[config.mk]
export PLATFORM = sky130hd
export DESIGN_NAME = pulse_accum_gen
export DESIGN_NICKNAME = d
export VERILOG_FILES = /design/src/rtl/pulse_accum_gen.sv
export SDC_FILE = /design/constraint.sdc
export NUM_CORES = 2
export LEC_CHECK = 0
export CORE_MARGIN = 2
export CORE_UTILIZATION = 40
export CTS_BUF_LIST = sky130_fd_sc_hd__clkbuf_8
export CTS_CLUSTER_DIAMETER = 50
export CTS_CLUSTER_SIZE = 25
export DETAILED_ROUTE_END_ITERATION = 8
export PLACE_DENSITY = 0.6
export SYNTH_ARGS = -nofsm -noshare
export SYNTH_HDL_FRONTEND = slang
export SYNTH_SLANG_ARGS = --single-unit
[constraint.sdc]
create_clock -name clk -period 74.7 [get_ports clk]
set_clock_uncertainty 0.2 [all_clocks]
set_input_delay 18.675 -clock clk [delete_from_list [all_inputs] [get_ports clk]]
set_output_delay 18.675 -clock clk [all_outputs]
set_load 0.005 [all_outputs]
[src/rtl/pulse_accum_gen.sv]
// rtl/pulse_accum_gen.sv - LFSR-placed events accumulate an fp32 shape into pulse BRAM (optional PULSE_ACCUM_GEN_STATS_EN)

module fp32_adder (
  input  logic [31:0] a,
  input  logic [31:0] b,
  output logic [31:0] sum
);
  logic [31:0]       x, y;
  logic [7:0]        d;
  logic [26:0]       mx, my, ms, mask;
  logic [27:0]       r;
  logic [24:0]       mant;
  logic signed [9:0] e;
  logic              inc;

  // Round-to-nearest-even add; denormal inputs/results flush to zero, overflow gives infinity.
  always_comb begin
    x = a;
    y = b;
    if (b[30:0] > a[30:0]) begin
      x = b;
      y = a;
    end
    mx   = {1'b1, x[22:0], 3'b000};
    my   = {1'b1, y[22:0], 3'b000};
    d    = x[30:23] - y[30:23];
    mask = '0;
    ms   = 27'd1;
    mant = '0;
    inc  = 1'b0;
    sum  = '0;
    e    = $signed({2'b00, x[30:23]});
    if (d < 8'd27) begin
      mask = (27'd1 << d) - 27'd1;
      ms   = (my >> d) | {26'd0, |(my & mask)};
    end
    if (x[31] ^ y[31]) r = {1'b0, mx} - {1'b0, ms};
    else               r = {1'b0, mx} + {1'b0, ms};
    if (r[27]) begin
      r = {1'b0, r[27:2], r[1] | r[0]};
      e = e + 10'sd1;
    end else begin
      for (int i = 0; i < 26; i++) begin
        if (!r[26] && r != 28'd0) begin
          r = r << 1;
          e = e - 10'sd1;
        end
      end
    end
    inc  = r[2] & (r[1] | r[0] | r[3]);
    mant = {1'b0, r[26:3]} + {24'd0, inc};
    if (mant[24]) begin
      mant = mant >> 1;
      e    = e + 10'sd1;
    end
    if (y[30:23] == 8'd0)                  sum = (x[30:23] == 8'd0) ? 32'd0 : x;
    else if (r == 28'd0 || e <= 10'sd0)    sum = 32'd0;
    else if (e >= 10'sd255)                sum = {x[31], 8'hFF, 23'd0};
    else                                   sum = {x[31], e[7:0], mant[22:0]};
  end
endmodule

module pulse_accum_gen #(
  parameter int                LFSR_W    = 11,
  parameter logic [LFSR_W-1:0] LFSR_TAPS = 11'h500,
  parameter int                SHAPE_LEN = 50,
  parameter logic [LFSR_W-1:0] SEED      = 11'h555
) (
  input  logic        clk,
  input  logic        rst_n,
  input  logic        start,
  input  logic [31:0] cps,
  output logic        busy,
  output logic        done,
  input  logic        shape_we,
  input  logic [7:0]  shape_addr,
  input  logic [31:0] shape_data,
  output logic [31:0] pin_addr,
  output logic [31:0] pin_din,
  output logic        pin_we,
  output logic        pin_en,
  output logic [31:0] pls_addr,
  output logic [31:0] pls_din,
  output logic        pls_we,
  output logic        pls_en,
  input  logic [31:0] pls_dout
`ifdef PULSE_ACCUM_GEN_STATS_EN
  ,
  output logic [31:0] evt_total,
  output logic [15:0] overlap_cnt
`endif
);
  localparam int                SH_AW    = (SHAPE_LEN > 1) ? $clog2(SHAPE_LEN) : 1;
  localparam logic [7:0]        LAST_TAP = 8'(SHAPE_LEN - 1);
  localparam logic [LFSR_W-1:0] SEED_NZ  = (SEED == '0) ? LFSR_W'(1) : SEED;

  typedef enum logic [2:0] {IDLE, PIN, RD, WT, WR, NXT} state_t;

  state_t            state, state_nxt;
  logic [LFSR_W-1:0] lfsr, evt_idx, pidx;
  logic [7:0]        tap;
  logic [31:0]       evt_left, tap_addr, shape_k, add_sum;
  logic              done_zero;
  logic [31:0]       shape [0:(1<<SH_AW)-1];

  assign pidx     = evt_idx + LFSR_W'(tap);
  assign tap_addr = 32'({pidx, 2'b00});
  assign shape_k  = shape[tap[SH_AW-1:0]];

  fp32_adder u_add (
    .a   (pls_dout),
    .b   (shape_k),
    .sum (add_sum)
  );

  // Shape table: not reset, writable any time, out-of-range indices dropped.
  always_ff @(posedge clk) begin
    if (shape_we && ({1'b0, shape_addr} < 9'(SHAPE_LEN)))
      shape[shape_addr[SH_AW-1:0]] <= shape_data;
  end

  // FSM state register.
  always_ff @(posedge clk or negedge rst_n) begin
    if (!rst_n) state <= IDLE;
    else        state <= state_nxt;
  end

  // Event position LFSR, tap index, remaining events and the cps==0 done strobe.
  always_ff @(posedge clk or negedge rst_n) begin
    if (!rst_n) begin
      lfsr      <= SEED_NZ;
      evt_idx   <= '0;
      tap       <= '0;
      evt_left  <= '0;
      done_zero <= 1'b0;
    end else begin
      done_zero <= (state == IDLE) && start && (cps == 32'd0);
      case (state)
        IDLE: if (start) evt_left <= cps;
        PIN: begin
          evt_idx <= lfsr;
          lfsr    <= {lfsr[LFSR_W-2:0], ^(lfsr & LFSR_TAPS)};
          tap     <= '0;
        end
        WR:      tap      <= tap + 8'd1;
        NXT:     evt_left <= evt_left - 32'd1;
        default: ;
      endcase
    end
  end

  // Next state and BRAM strobes; every strobe and address is 0 unless its state drives it.
  always_comb begin
    state_nxt = state;
    busy      = (state != IDLE);
    done      = done_zero;
    pin_addr  = '0;
    pin_din   = '0;
    pin_we    = 1'b0;
    pin_en    = 1'b0;
    pls_addr  = '0;
    pls_din   = '0;
    pls_we    = 1'b0;
    pls_en    = 1'b0;
    case (state)
      IDLE: if (start && cps != 32'd0) state_nxt = PIN;
      PIN: begin
        pin_addr  = 32'({lfsr, 2'b00});
        pin_din   = 32'd1;
        pin_we    = 1'b1;
        pin_en    = 1'b1;
        state_nxt = RD;
      end
      RD: begin
        pls_addr  = tap_addr;
        pls_en    = 1'b1;
        state_nxt = WT;
      end
      WT: begin
        pls_addr  = tap_addr;
        state_nxt = WR;
      end
      WR: begin
        pls_addr  = tap_addr;
        pls_din   = add_sum;
        pls_en    = 1'b1;
        pls_we    = 1'b1;
        state_nxt = (tap == LAST_TAP) ? NXT : RD;
      end
      NXT: begin
        if (evt_left == 32'd1) begin
          state_nxt = IDLE;
          done      = 1'b1;
        end else begin
          state_nxt = PIN;
        end
      end
      default: state_nxt = IDLE;
    endcase
  end

`ifdef PULSE_ACCUM_GEN_STATS_EN
  // Saturating counts of generated events and of events landing on nonzero pulse data.
  always_ff @(posedge clk or negedge rst_n) begin
    if (!rst_n) begin
      evt_total   <= '0;
      overlap_cnt <= '0;
    end else begin
      if (state == PIN && evt_total != '1)
        evt_total <= evt_total + 32'd1;
      if (state == WR && tap == 8'd0 && pls_dout != 32'd0 && overlap_cnt != '1)
        overlap_cnt <= overlap_cnt + 16'd1;
    end
  end
`else
  // Statistics counters are not built.
`endif

endmodule

==> metrics.cfg <==
[status]
outcome = finished, final reports clean

[placement]
place.gp.congestion = 1.04
dp_hpwl_um = 234000
port_buffers = 168
place_area_sq_mm = 0.114

[floorplan]
core_sq_mm = 0.265
die_area_sq_mm = 0.271
floorplan.initialDensity = 0.402
fp.dieH_um = 521
fp-row-count = 189
die_w_um = 521
ios = 242

[global_routing]
grt_pass1_wl_um = 502000
grt_max_degree = 108
use_met3 = 0.0393
grt_use_met2 = 0.421
grt_pass1_vias = 70200
grt.overflow.total = 0
antenna_found_initial = 15
grt-busiest-layer = met2
grt.met1_usage = 0.338
gr-usage-all-layers = 0.253

[cts]
h-tree-depth = 4
cts_setup_buffers = 0
cts_resized = 0
numCtsBuffers = 195
cts-hold-fix-buffers = 0
clock_sinks = 2109
clock-root-buffer = clkbuf_8
clkTransAtPathRegs_ns = 0.10
clkLatencyLatePin_ns = 0.98
cts_tree = yes
clk_path_buf_depth = 3

[logic_synthesis]
avgSynthCellArea_sq_um = 14.0
synth_most_common_cell = edfxtp_1
yosysWarnings = 0
synth.yosys.seq_area_share = 0.591
synth_area_leader_cell = edfxtp_1
async_reset_ff_frac = 0.0289
synth_common_cells = edfxtp_1, nand2_1, mux4_2
synth_area_leaders = edfxtp_1, mux4_2, a21oi_1
ys_types = 149
syn_inst = 7631
synth-edff-count = 2048
synth_top_area_frac = 0.576
syn_area_sq_mm = 0.107
ys_seq_elements = 2109
dominantRegCellSynth = edfxtp_1

[detailed_routing]
final_antenna_net_count = 0
num_vias = 71600
drt_iter0_drc = 8145
vias_per_cell = 6.00
wl_per_cell_um = 29.3
finalWirelength_um = 350000
dr.pass1.iters = 6
drc = 0

[pwr]
p_per_area_mw_per_mm2 = 21.7
leakage_nw = 39.0
p_total_mw = 2.58
irDropWorstVdd_v = 0.0000164

[cells_and_area]
multiInputGateArea_sq_mm = 0.0426
drive_gt1_frac = 0.169
fillers = 23800
fin_area_sq_mm = 0.119
seqCellArea_sq_mm = 0.0630
area_growth_syn_to_layout_pct = 11.4
nets = 8453

[sta]
whs_ns = 0.262
fin_crit_sh = 0.965
fmax_ghz = 0.0139
final_max_slew_viol_count = 0
setup_viol = 0
setup_tns_ns = 0
rsz0062_at_grt = false
finalCriticalPeriod_ns = 72.10
tightestPinTransition_ns = 1.31
relSlewSlack = 0.119
finalHoldViolations = 0

[critical_path]
cp_data_required_time_ns = 55.83
start_kind = input port
critical-path-slowest-cell = a211oi_1
endpoint_kind = output port
critPathMaxStageDelay_ns = 0.93
path_max_fanout = 38
path_class = in -> out
arrival_ns = 53.22

[job]
cap_violations = 0

[hold_path]
hp-class = reg -> reg

registers in the layout (all words and copies together), names as in the netlist:
name	count
done_zero	1
evt_idx	6
evt_left	32
lfsr	11
shape	2048
state	3
tap	8
worst paths after layout:
kind                               from      endpoint  slack (ns)  cells after the start
hold / removal                  lfsr[4]       lfsr[4]        0.26                      2
setup reg to reg            evt_left[8]  evt_left[31]       70.57                     14
min in group asynchronous         rst_n  evt_left[25]       17.67                      2
max in group asynchronous         rst_n        tap[1]       56.00                      2
hold reg to reg                 lfsr[4]       lfsr[4]        0.26                      2
setup / recovery           pls_dout[23]    pls_din[8]        2.60                     98
critical path, delay by kind of cell:
kind,cells,cell delay [ns]
AO/OA/AOI/OAI,42,16.01
XOR/XNOR,2,0.82
adder cells (fa/ha/maj),4,1.33
buffers and inverters,12,4.13
multiplexers,3,1.13
AND/OR/NAND/NOR,35,11.00
cell type report:
cell class / instances / area share
Multi-Input combinational cell: 5350 / 0.359
Antenna cell: 7 / 0.000147
Tap cell: 3533 / 0.0372
Clock inverter: 175 / 0.0191
Timing Repair Buffer: 383 / 0.0265
Clock buffer: 195 / 0.0226
Sequential cell: 2109 / 0.530
Inverter: 184 / 0.00581
metal layers:
| metal | up-vias | routed length (um) |
|---|---|---|
| met2 | 2879 | 170000 |
| met1 | 37200 | 143000 |
| met4 | 4 | 12300 |
| met3 | 487 | 24200 |
| met5 | - | 27 |
| li1 | 31100 | - |
logic make-up after synthesis:
| family | count (synthesis) | synth area share |
|---|---|---|
| xor gates and xnor gates | 257 | 0.0228 |
| DFF | 2109 | 0.591 |
| buffers and inverters | 692 | 0.0328 |
| adders and majority gates | 123 | 0.0145 |
| other | 1 | 0.0000351 |
| muxes | 812 | 0.137 |
| and+or+nand+nor | 1924 | 0.0890 |
| AOI/OAI and AO/OA | 1713 | 0.113 |
power by group:
part	leakage, nW	total (mW)	switching [mW]	internal [mW]
logic	17.1	0.431	0.304	0.126
clock network	2.45	0.820	0.480	0.341
registers	19.5	1.32	0.00483	1.32
total	39.0	2.58	0.789	1.79
cell usage in the layout, fill, tap and decap left out, drive strengths merged, types with 49 or more instances in the layout:
cell / count
nor3: 177
nand2b: 64
nor4: 74
xnor2: 165
a211oi: 71
and3: 58
clkdlybuf4s50: 135
nand3: 180
a221oi: 64
clkinv: 78
a22oi: 119
o21ai: 313
o211ai: 58
clkbuf: 195
nor2: 468
or3: 49
a31oi: 49
mux2: 100
and2: 57
conb: 521
a21oi: 436
mux4: 510
dfrtp: 55
o31ai: 61
ha: 120
buf: 248
mux2i: 202
edfxtp: 2048
xor2: 83
a22o: 54
nand4: 69
inv: 256
a21o: 61
nand2: 530
through the flow:
step / setup WS [ns] / cells / util
after global placement: 3.84 / 11600 / 0.430
after detailed placement: 3.71 / 11600 / 0.430
after CTS: 3.56 / 11900 / 0.448
final: 2.60 / 11900 / 0.448
after floorplan: 11.73 / 8151 / -
after global routing: 0.990 / 11900 / 0.448
Power figures use the tool's default switching activity.
